$ cat src/rtl/ps2_pkg.sv
// rtl/ps2_pkg.sv - shared FSM states, PS/2 prefix codes and ASCII constants
package ps2_pkg;

    typedef enum logic [1:0] {
        IDLE = 2'd0,
        POP  = 2'd1,
        GAP  = 2'd2
    } ps2_state_t;

    localparam logic [7:0] PS2_EXT = 8'hE0;
    localparam logic [7:0] PS2_BRK = 8'hF0;

    localparam logic [7:0] ASCII_NONE  = 8'h00;
    localparam logic [7:0] ASCII_CR    = 8'h0D;
    localparam logic [7:0] ASCII_SPACE = 8'h20;

endpackage

$ cat src/rtl/ps2_ascii_rom.sv
// rtl/ps2_ascii_rom.sv - combinational set-2 scan code to ASCII table (PS2_SCAN_ASCII_EN only)
module ps2_ascii_rom
    import ps2_pkg::*;
(
    input  logic [7:0] code,
    input  logic       ext,
    output logic [7:0] ascii
);

    always_comb begin
        ascii = ASCII_NONE;
        if (!ext) begin
            case (code)
                8'h1C: ascii = 8'h61; 8'h32: ascii = 8'h62; 8'h21: ascii = 8'h63;
                8'h23: ascii = 8'h64; 8'h24: ascii = 8'h65; 8'h2B: ascii = 8'h66;
                8'h34: ascii = 8'h67; 8'h33: ascii = 8'h68; 8'h43: ascii = 8'h69;
                8'h3B: ascii = 8'h6A; 8'h42: ascii = 8'h6B; 8'h4B: ascii = 8'h6C;
                8'h3A: ascii = 8'h6D; 8'h31: ascii = 8'h6E; 8'h44: ascii = 8'h6F;
                8'h4D: ascii = 8'h70; 8'h15: ascii = 8'h71; 8'h2D: ascii = 8'h72;
                8'h1B: ascii = 8'h73; 8'h2C: ascii = 8'h74; 8'h3C: ascii = 8'h75;
                8'h2A: ascii = 8'h76; 8'h1D: ascii = 8'h77; 8'h22: ascii = 8'h78;
                8'h35: ascii = 8'h79; 8'h1A: ascii = 8'h7A;
                8'h45: ascii = 8'h30; 8'h16: ascii = 8'h31; 8'h1E: ascii = 8'h32;
                8'h26: ascii = 8'h33; 8'h25: ascii = 8'h34; 8'h2E: ascii = 8'h35;
                8'h36: ascii = 8'h36; 8'h3D: ascii = 8'h37; 8'h3E: ascii = 8'h38;
                8'h46: ascii = 8'h39;
                8'h29: ascii = ASCII_SPACE;
                8'h5A: ascii = ASCII_CR;
                default: ascii = ASCII_NONE;
            endcase
        end
    end

endmodule

$ cat src/rtl/ps2_scan_ctrl.sv
// rtl/ps2_scan_ctrl.sv - PS/2 FIFO consumer and set-2 make/break decoder; PS2_SCAN_ASCII_EN adds ascii output
module ps2_scan_ctrl
    import ps2_pkg::*;
#(
    parameter int COUNT_W = 8
) (
    input  logic               clk,
    input  logic               clrn,
    input  logic               ready,
    input  logic [7:0]         data,
    input  logic               overflow,
    input  logic               clr_err,
    output logic               nextdata_n,
    output logic [7:0]         key_code,
    output logic               key_ext,
    output logic               key_held,
    output logic [COUNT_W-1:0] key_count,
    output logic               make_pulse,
    output logic               brk_pulse,
`ifdef PS2_SCAN_ASCII_EN
    output logic [7:0]         ascii,
`endif
    output logic               err_ovf
);

    ps2_state_t state, state_nx;
    logic       ext_pend, brk_pend;
    logic       take, same_key;

    assign take     = (state == IDLE) && ready;
    assign same_key = key_held && (data == key_code) && (ext_pend == key_ext);

    always_ff @(posedge clk or negedge clrn) begin
        if (!clrn) state <= IDLE;
        else       state <= state_nx;
    end

    always_comb begin
        state_nx = state;
        case (state)
            IDLE:    if (ready) state_nx = POP;
            POP:     state_nx = GAP;
            GAP:     state_nx = IDLE;
            default: state_nx = IDLE;
        endcase
    end

`ifdef PS2_SCAN_ASCII_EN
    logic [7:0] rom_ascii;

    ps2_ascii_rom u_rom (
        .code  (data),
        .ext   (ext_pend),
        .ascii (rom_ascii)
    );
`endif

    // Decode runs on the capture edge so key outputs lag ready by one edge.
    always_ff @(posedge clk or negedge clrn) begin
        if (!clrn) begin
            nextdata_n <= 1'b1;
            key_code   <= 8'h00;
            key_ext    <= 1'b0;
            key_held   <= 1'b0;
            key_count  <= '0;
            make_pulse <= 1'b0;
            brk_pulse  <= 1'b0;
            ext_pend   <= 1'b0;
            brk_pend   <= 1'b0;
`ifdef PS2_SCAN_ASCII_EN
            ascii      <= ASCII_NONE;
`endif
        end else begin
            nextdata_n <= (state_nx != POP);
            make_pulse <= 1'b0;
            brk_pulse  <= 1'b0;
            if (take) begin
                if (data == PS2_EXT) begin
                    ext_pend <= 1'b1;
                end else if (data == PS2_BRK) begin
                    brk_pend <= 1'b1;
                end else begin
                    ext_pend <= 1'b0;
                    brk_pend <= 1'b0;
                    if (brk_pend) begin
                        brk_pulse <= 1'b1;
                        if (same_key) key_held <= 1'b0;
                    end else begin
                        if (!same_key) begin
                            key_count  <= key_count + COUNT_W'(1);
                            make_pulse <= 1'b1;
                        end
                        key_code <= data;
                        key_ext  <= ext_pend;
                        key_held <= 1'b1;
`ifdef PS2_SCAN_ASCII_EN
                        ascii    <= rom_ascii;
`endif
                    end
                end
            end
        end
    end

    always_ff @(posedge clk or negedge clrn) begin
        if (!clrn)         err_ovf <= 1'b0;
        else if (overflow) err_ovf <= 1'b1;
        else if (clr_err)  err_ovf <= 1'b0;
    end

endmodule

$ cat config.mk
export PLATFORM = sky130hd
export DESIGN_NAME = ps2_scan_ctrl
export DESIGN_NICKNAME = d
export VERILOG_FILES = /design/src/rtl/ps2_pkg.sv /design/src/rtl/ps2_ascii_rom.sv /design/src/rtl/ps2_scan_ctrl.sv
export SDC_FILE = /design/constraint.sdc
export NUM_CORES = 1
export LEC_CHECK = 0
export BUFFER_PORTS_ARGS = -buffer_cell sky130_fd_sc_hd__buf_2
export CAP_MARGIN = 20
export CELL_PAD_IN_SITES_DETAIL_PLACEMENT = 0
export CELL_PAD_IN_SITES_GLOBAL_PLACEMENT = 1
export CORE_MARGIN = 4
export CORE_UTILIZATION = 37
export CTS_BUF_LIST = sky130_fd_sc_hd__clkbuf_4
export DETAILED_ROUTE_END_ITERATION = 6
export PLACE_DENSITY = 0.7
export RECOVER_POWER = 100
export SLEW_MARGIN = 10
export SYNTH_ARGS = -nofsm -noshare
export SYNTH_HDL_FRONTEND = slang
export SYNTH_SLANG_ARGS = --single-unit
export TNS_END_PERCENT = 1
$ cat constraint.sdc
create_clock -name clk -period 2.77 [get_ports clk]
set_input_delay 0.4155 -clock clk [delete_from_list [all_inputs] [get_ports clk]]
set_output_delay 0.4155 -clock clk [all_outputs]
set_load 0.01 [all_outputs]
==> metrics.txt, run 1 <==
CP max FO 9; post-CTS setup buffers 0; initial core utilization 38.3%; setup ws final 0.625 ns; Area Growth Syn to Fin 18.3%; Die Wd 64.0 µm; antenna-violating nets left 0; Final TNS setup 0 ns; CTS root buf clkbuf_4; Relative slew margins 8.12%; worst skew pair latency 0.31 ns; dpl hpwl 1.79 mm; # setup viols final 0; WL per Instance 12.7 µm; CTS Buf Count 3; leading area contributor after synthesis dfrtp_1; first-pass GRT wire length 3.93 mm; Placer Congestion 0.787; Startpoint Class register; Worst Tran Pin Value 1.38 ns; Async SR Flop Fraction 100%; yosys warns 0; DR pass1 iterations 4; RSZ-0062 raised after global routing no; Power Total 1120 µW; Reg clk slew, reported paths 0.13 ns; Synth area leaders dfrtp_1 54%, xor2_1 6.8%, nand2_1 5.8%; maximum vdd drop 0.356 mV; chip height 64.0 µm; Resized cells post-CTS 0; CTS Hold Bufs 0; core footprint 3030 µm²; number of synthesized register bits 26; mapped cell area 1160 µm²; Seq pwr share 53.2%; Worst EP required 2.98 ns; hold path start ready; Placement Setup Slack 0.732 ns; layout cell share with drive strength beyond 1 18.2%; status finished, final reports clean; die footprint 4100 µm²; post-synthesis net count 108; port bufs 34; CP endpoint kind register; global route overflow 0; cell count after synthesis 94; fmax 0.466 GHz; drt total wl 2.24 mm; WP data arrival 2.36 ns; switching power 420 µW; Most used DFF post-synth dfrtp_1; nets@finish 147; RR Startpoint state[0]$_DFF_PN0_; CP Class register to register; sequential area share after synthesis 56.1%; DRT iter0 DRCs 23; Critical path origin state[0]$_DFF_PN0_; Power per Cell Area 818 nW/µm²; synthesized area per cell 12.4 µm²; max cap viols 0; filler cell count 304; ant diodes 0; clock skew 0.00154 ns; Total Routing Usage GR 12.3%; initial antenna violation count 0; Net Sw Frac 37.4%; clock sinks 26; Final Critical Period 2.15 ns; Leakage 0.000609 µW; post-route clock period utilization 77.4%; vias per cell 4.61; drt drc 0; largest net degree at the start of global routing 27; Clk pwr share 13.8%; max-slew violation count 0; worst hold-check path type input port to register; H-tree lvl count 1; Power Internal 704 µW; CTS tree built; post-synth top area share 53.9%; I/O pin count 35; CTS max path bufs 2; library cells used by synthesis 25; post-layout utilization of the core 45.4%; via count 812; combinational fraction of design power 33.0%; vias in the first global route 880; EDFF count, synth 0; row cnt 20; Final Hold Fails 0
[power groups by stage]
stage | Sequential (µW) | Combinational (µW) | Clock (µW)
6_report | 598 | 371 | 155
5_1_grt | 618 | 417 | 180
4_1_cts | 599 | 410 | 167
3_5_place_dp | 606 | 408 | 0
3_3_place_gp | 601 | 407 | 0
2_1_floorplan | 637 | 204 | 0
[cell usage after synthesis (2+ instances only)]
cell	count
inv_1	3
xnor2_1	7
nor2_1	3
nand3_1	2
nand4_1	3
xor2_1	9
nor4_2	2
and3_1	2
mux2_2	6
nand2_1	18
dfrtp_1	25
[sequential cells by signal, summed over array words and instances (netlist names)]
signal,count
key_ext,1
brk_pend,1
key_held,1
brk_pulse,1
ext_pend,1
state,2
make_pulse,1
nextdata_n,1
err_ovf,1
key_count,8
key_code,8
[cell type report]
class / count / area (µm²) / share of cell area, %
repair buffers: 35 / 144 / 10.5
multi-input cells: 64 / 485 / 35.3
inverters: 3 / 11.3 / 0.820
clock buffers: 3 / 22.5 / 1.64
well taps: 44 / 55.1 / 4.01
clock inverters: 1 / 3.75 / 0.273
flip-flops and latches: 26 / 652 / 47.4
[cells in the final DEF (no fill, tap or decap)]
| master | Yosys | routed |
|---|---|---|
| nand4_1 | 3 | 3 |
| xor2_1 | 9 | 9 |
| and3_1 | 2 | 2 |
| nor2b_1 | 1 | 1 |
| nor4_2 | 2 | 2 |
| nor4b_4 | 1 | 1 |
| ha_1 | 1 | 1 |
| a21o_1 | 1 | 1 |
| dfrtp_1 | 25 | 25 |
| a41oi_4 | 1 | 1 |
| clkbuf_4 | 0 | 3 |
| a21boi_0 | 1 | 1 |
| inv_1 | 3 | 3 |
| and2_1 | 1 | 1 |
| o41ai_1 | 1 | 2 |
| o31ai_1 | 1 | 1 |
| nand2_1 | 18 | 18 |
| nand3_1 | 2 | 2 |
| xnor2_1 | 7 | 7 |
| clkbuf_1 | 0 | 25 |
| nand4b_1 | 1 | 1 |
| mux2_2 | 6 | 6 |
| buf_2 | 1 | 10 |
| o21a_1 | 1 | 1 |
| nor2_1 | 3 | 3 |
| dfstp_2 | 1 | 1 |
| clkinv_1 | 0 | 1 |
[critical path, stage by stage (launching register included)]
cell and delay, ns:
dfrtp_1 0.44, nor4b_4 0.38, o41ai_1 0.23, clkbuf_1 0.26, a41oi_4 0.35, mux2_2 0.37
[kinds of logic (layout without fill, tap and decap cells)]
logic type	Yosys count	count (layout)	share of synthesized area (%)
flip-flops	26	26	56.1
adder cells (fa/ha/maj)	1	1	1.08
AO/OA/AOI/OAI	7	7	7.11
AND/OR/NAND/NOR	34	34	16.4
buffers and inverters	4	42	1.40
multiplexers	6	6	5.82
XOR/XNOR	16	16	12.1
[worst paths after layout]
kind	slack, ns	to	cells after the start
worst max-delay path	0.62	key_count[1]$_DFFE_PN0P_	5
worst min-delay path	0.28	nextdata_n$_DFF_PN1_	2
worst max register to register	0.62	key_count[1]$_DFFE_PN0P_	5
worst min register to register	0.49	key_count[7]$_DFFE_PN0P_	1
max in group asynchronous	1.58	key_code[2]$_DFFE_PN0P_	1
min in group asynchronous	0.39	state[0]$_DFF_PN0_	1
[stage by stage]
stage / area (µm²) / instances / hold WS (ns)
after floorplan: 1160 / 94 / 0.120
after global placement: 1390 / 172 / 0.444
after detailed placement: 1390 / 172 / 0.449
after CTS: 1420 / 176 / 0.0888
after global routing: 1370 / 176 / 0.267
final: 1370 / 176 / 0.281
[metal layers]
metal,wire (µm),GRT usage (%),vias to the layer above
li1,-,-,398
met1,932,13.7,394
met2,1170,21.9,18
met3,122,3.51,2
met4,13,4.85,0
met5,0,0,-
No activity file was read; power rests on OpenSTA's default activity.
==> inputs of run 2 (changes only) <==
--- a/config.mk
+++ b/config.mk
@@ -5,6 +5,7 @@
 export SDC_FILE = /design/constraint.sdc
 export NUM_CORES = 1
 export LEC_CHECK = 0
+export ABC_AREA = 1
 export BUFFER_PORTS_ARGS = -buffer_cell sky130_fd_sc_hd__buf_2
 export CAP_MARGIN = 20
 export CELL_PAD_IN_SITES_DETAIL_PLACEMENT = 0
@@ -13,7 +14,7 @@
 export CORE_UTILIZATION = 37
 export CTS_BUF_LIST = sky130_fd_sc_hd__clkbuf_4
 export DETAILED_ROUTE_END_ITERATION = 6
-export PLACE_DENSITY = 0.7
+export PLACE_DENSITY = 0.74
 export RECOVER_POWER = 100
 export SLEW_MARGIN = 10
 export SYNTH_ARGS = -nofsm -noshare
==> constraint.sdc (replaced) <==
create_clock -name clk -period 2 [get_ports clk]
set_input_delay 0.3 -clock clk [delete_from_list [all_inputs] [get_ports clk]]
set_output_delay 0.3 -clock clk [all_outputs]
set_load 0.01 [all_outputs]
==> run 2 against run 1 <==
Combinational power grew 49%. Synthesized cell count grew 87%. Via count grew 38%. Clock skew grew 0.0029 ns. Sequential power grew 31%. Final cell count grew 47%. Die area grew 15%. Non-clock buffer count is the same. Sequential cell count is the same. Critical path type unchanged. Critical endpoint is now key_code[5]$_DFFE_PN0P_. Largest cell class unchanged. Largest power group unchanged.
==> metrics.txt, run 2 <==
# setup viols final 0; post-synthesis net count 190; DR pass1 iterations 4; vias in the first global route 1,089; Relative slew margins 60.7%; Hold Path Sink err_ovf$_DFFE_PN0P_; Crit path max-delay family simple AND/OR/NAND/NOR gates; Final Hold Fails 0; Power per Cell Area 1060 nW/µm²; Leakage 0.000864 µW; fin area 1600 µm²; CP max FO 24; CP Class register to register; CP endpoint kind register; CTS Buf Count 3; die footprint 4720 µm²; Final Critical Period 1.56 ns; Cell Area, Placed 1570 µm²; CP bufs+invs 2; Worst EP required 2.22 ns; initial core utilization 39.6%; layout cell share with drive strength beyond 1 13.1%; ant diodes 0; Most used DFF post-synth dfrtp_1; combinational fraction of design power 32.6%; clock sinks 26; library cells used by synthesis 21; Reg clk slew, reported paths 0.14 ns; cell count after synthesis 176; dpl hpwl 2.01 mm; CP max stage delay 0.39 ns; post-route clock period utilization 77.8%; largest net degree at the start of global routing 27; drt drc 0; WL per Instance 10.2 µm; non-filler instance count after layout 259; Area Growth Syn to Fin 17.3%; worst hold-check path type input port to register; core footprint 3440 µm²; most frequent cells in the layout 65 x nand2_1, 25 x inv_1, 25 x dfrtp_1, 22 x clkbuf_1, 14 x nor2_1; chip height 68.7 µm; Total Routing Usage GR 12.5%; Placer Congestion 0.754; hold path start clr_err; Post-synth top cells 63 x nand2_1, 25 x dfrtp_1, 24 x inv_1, 14 x nor2_1, 11 x nand3_1; I/O pin count 35; Net Sw Frac 37.0%; r2r endpoint key_code[5]$_DFFE_PN0P_; Crit path depth 8; maximum vdd drop 0.408 mV; clock skew 0.00449 ns; status finished, final reports clean; Clk pwr share 21.2%; R2R depth 8; switching power 627 µW; leading area contributor after synthesis dfrtp_1; row cnt 21; port bufs 34; post-CTS setup buffers 0; fmax 0.642 GHz; Placement Setup Slack 0.491 ns; setup ws final 0.443 ns; EDFF count, synth 0; DRT iter0 DRCs 67; Worst Tran Pin Value 0.590 ns; Async SR Flop Fraction 100%; first-pass GRT wire length 4.49 mm; Die Wd 68.7 µm; Final TNS setup 0 ns; vias per cell 4.32; most common cell in the netlist nand2_1; CTS max path bufs 2; WP data arrival 1.77 ns; slowest cell on the critical path dfrtp_1; CTS root buf clkbuf_4; Seq pwr share 46.2%; Critical Path Most Common Cell nand2_1; Startpoint Class register; yosys warns 0; RR Startpoint state[0]$_DFF_PN0_; antenna-violating nets left 0; max cap viols 0; initial antenna violation count 0; WHS 0.141 ns; post-synth top area share 45.9%; global route overflow 0; commonest non-fill, non-tap cell in the layout nand2_1; RSZ-0062 raised after global routing no; top flop regs key_code x8, key_count x8, state x2; Power Internal 1070 µW; CTS tree built; Synth area leaders dfrtp_1 46%, nand2_1 17%, inv_1 6.6%; synthesized area per cell 7.74 µm²; worst hold path cell count 2; max-slew violation count 0; number of synthesized register bits 26; reg-to-reg slack, setup 0.44 ns; via count 1,120; drt total wl 2.64 mm; mapped cell area 1360 µm²; worst skew pair latency 0.32 ns; sequential area share after synthesis 47.8%; H-tree lvl count 1; nets@finish 228; cells along the critical path inv_1 > nand2_1 > nor2_4 > nand2_1 > nor2_8 > inv_1 > nand2_1 > o21ai_0; dpl cells 254
==> run 2: changes by cell type in the layout (fill, tap and decap cells not counted), sizes merged, moves of 3 or more <==
cell / change
nor2: +14
xnor2: -3
o21ai: +10
inv: +25
mux2: -6
xor2: -6
nand2: +51
clkbuf: -3
nand3: +9
==> run 2: through the flow <==
stage               total power, µW  util, %
floorplan                      1180        -
global placement               1390     45.5
detailed placement             1400     45.5
CTS                            1760     47.4
global route                   1850     46.4
finish                         1690     46.4
==> run 2: power groups by stage <==
| stage | registers (µW) | logic (µW) | clock network, µW |
|---|---|---|---|
| 2_1_floorplan | 838 | 342 | 0 |
| 4_1_cts | 781 | 610 | 371 |
| 5_1_grt | 806 | 647 | 392 |
| 3_3_place_gp | 785 | 607 | 0 |
| 6_report | 783 | 552 | 359 |
| 3_5_place_dp | 792 | 605 | 0 |
==> run 2: cell type report <==
class | instances | area (µm²)
multi-input combinational | 120 | 578
clock inverter | 1 | 30.0
tap | 46 | 57.6
clock buffer | 3 | 22.5
inverter | 28 | 105
fill | 369 | 1840
sequential | 26 | 652
timing repair buffer | 35 | 153
==> run 2: cell families (layout without fill, tap and decap cells) <==
group                      count (synthesis)  after routing  synth area share [%]
and+or+nand+nor                           99             99                  31.6
AOI/OAI and AO/OA                         13             13                  5.79
adders and majority gates                  1              1                 0.918
xor gates and xnor gates                   7              7                  4.50
buffers and inverters                     30             67                  9.37
DFF                                       26             26                  47.8
==> run 2: per-layer routing <==
| metal | GRT usage (%) | wire length (µm) |
|---|---|---|
| met1 | 16.2 | 1300 |
| met2 | 21.2 | 1210 |
| met3 | 2.11 | 112 |
| met4 | 3.72 | 21 |
| met5 | 0 | 0 |
==> run 2: how the worst max path moves through the flow <==
stage / slack, ns / to / startpoint
after detailed placement: 0.49 / key_code[5]$_DFFE_PN0P_ / data[6]
after CTS: 0.48 / key_code[5]$_DFFE_PN0P_ / state[0]$_DFF_PN0_
final: 0.44 / key_code[5]$_DFFE_PN0P_ / state[0]$_DFF_PN0_
after global routing: 0.26 / key_code[5]$_DFFE_PN0P_ / state[0]$_DFF_PN0_
after global placement: 0.51 / key_code[5]$_DFFE_PN0P_ / data[6]
after floorplan: 0.80 / key_count[5]$_DFFE_PN0P_ / key_code[6]$_DFFE_PN0P_
==> run 2: what timing repair did <==
| item | CTS | global route |
|---|---|---|
| resized for setup | 0 | 0 |
| setup endpoints to repair | 0 | 0 |
| hold buffers | 1 | 0 |
| hold endpoints to repair | 25 | 0 |
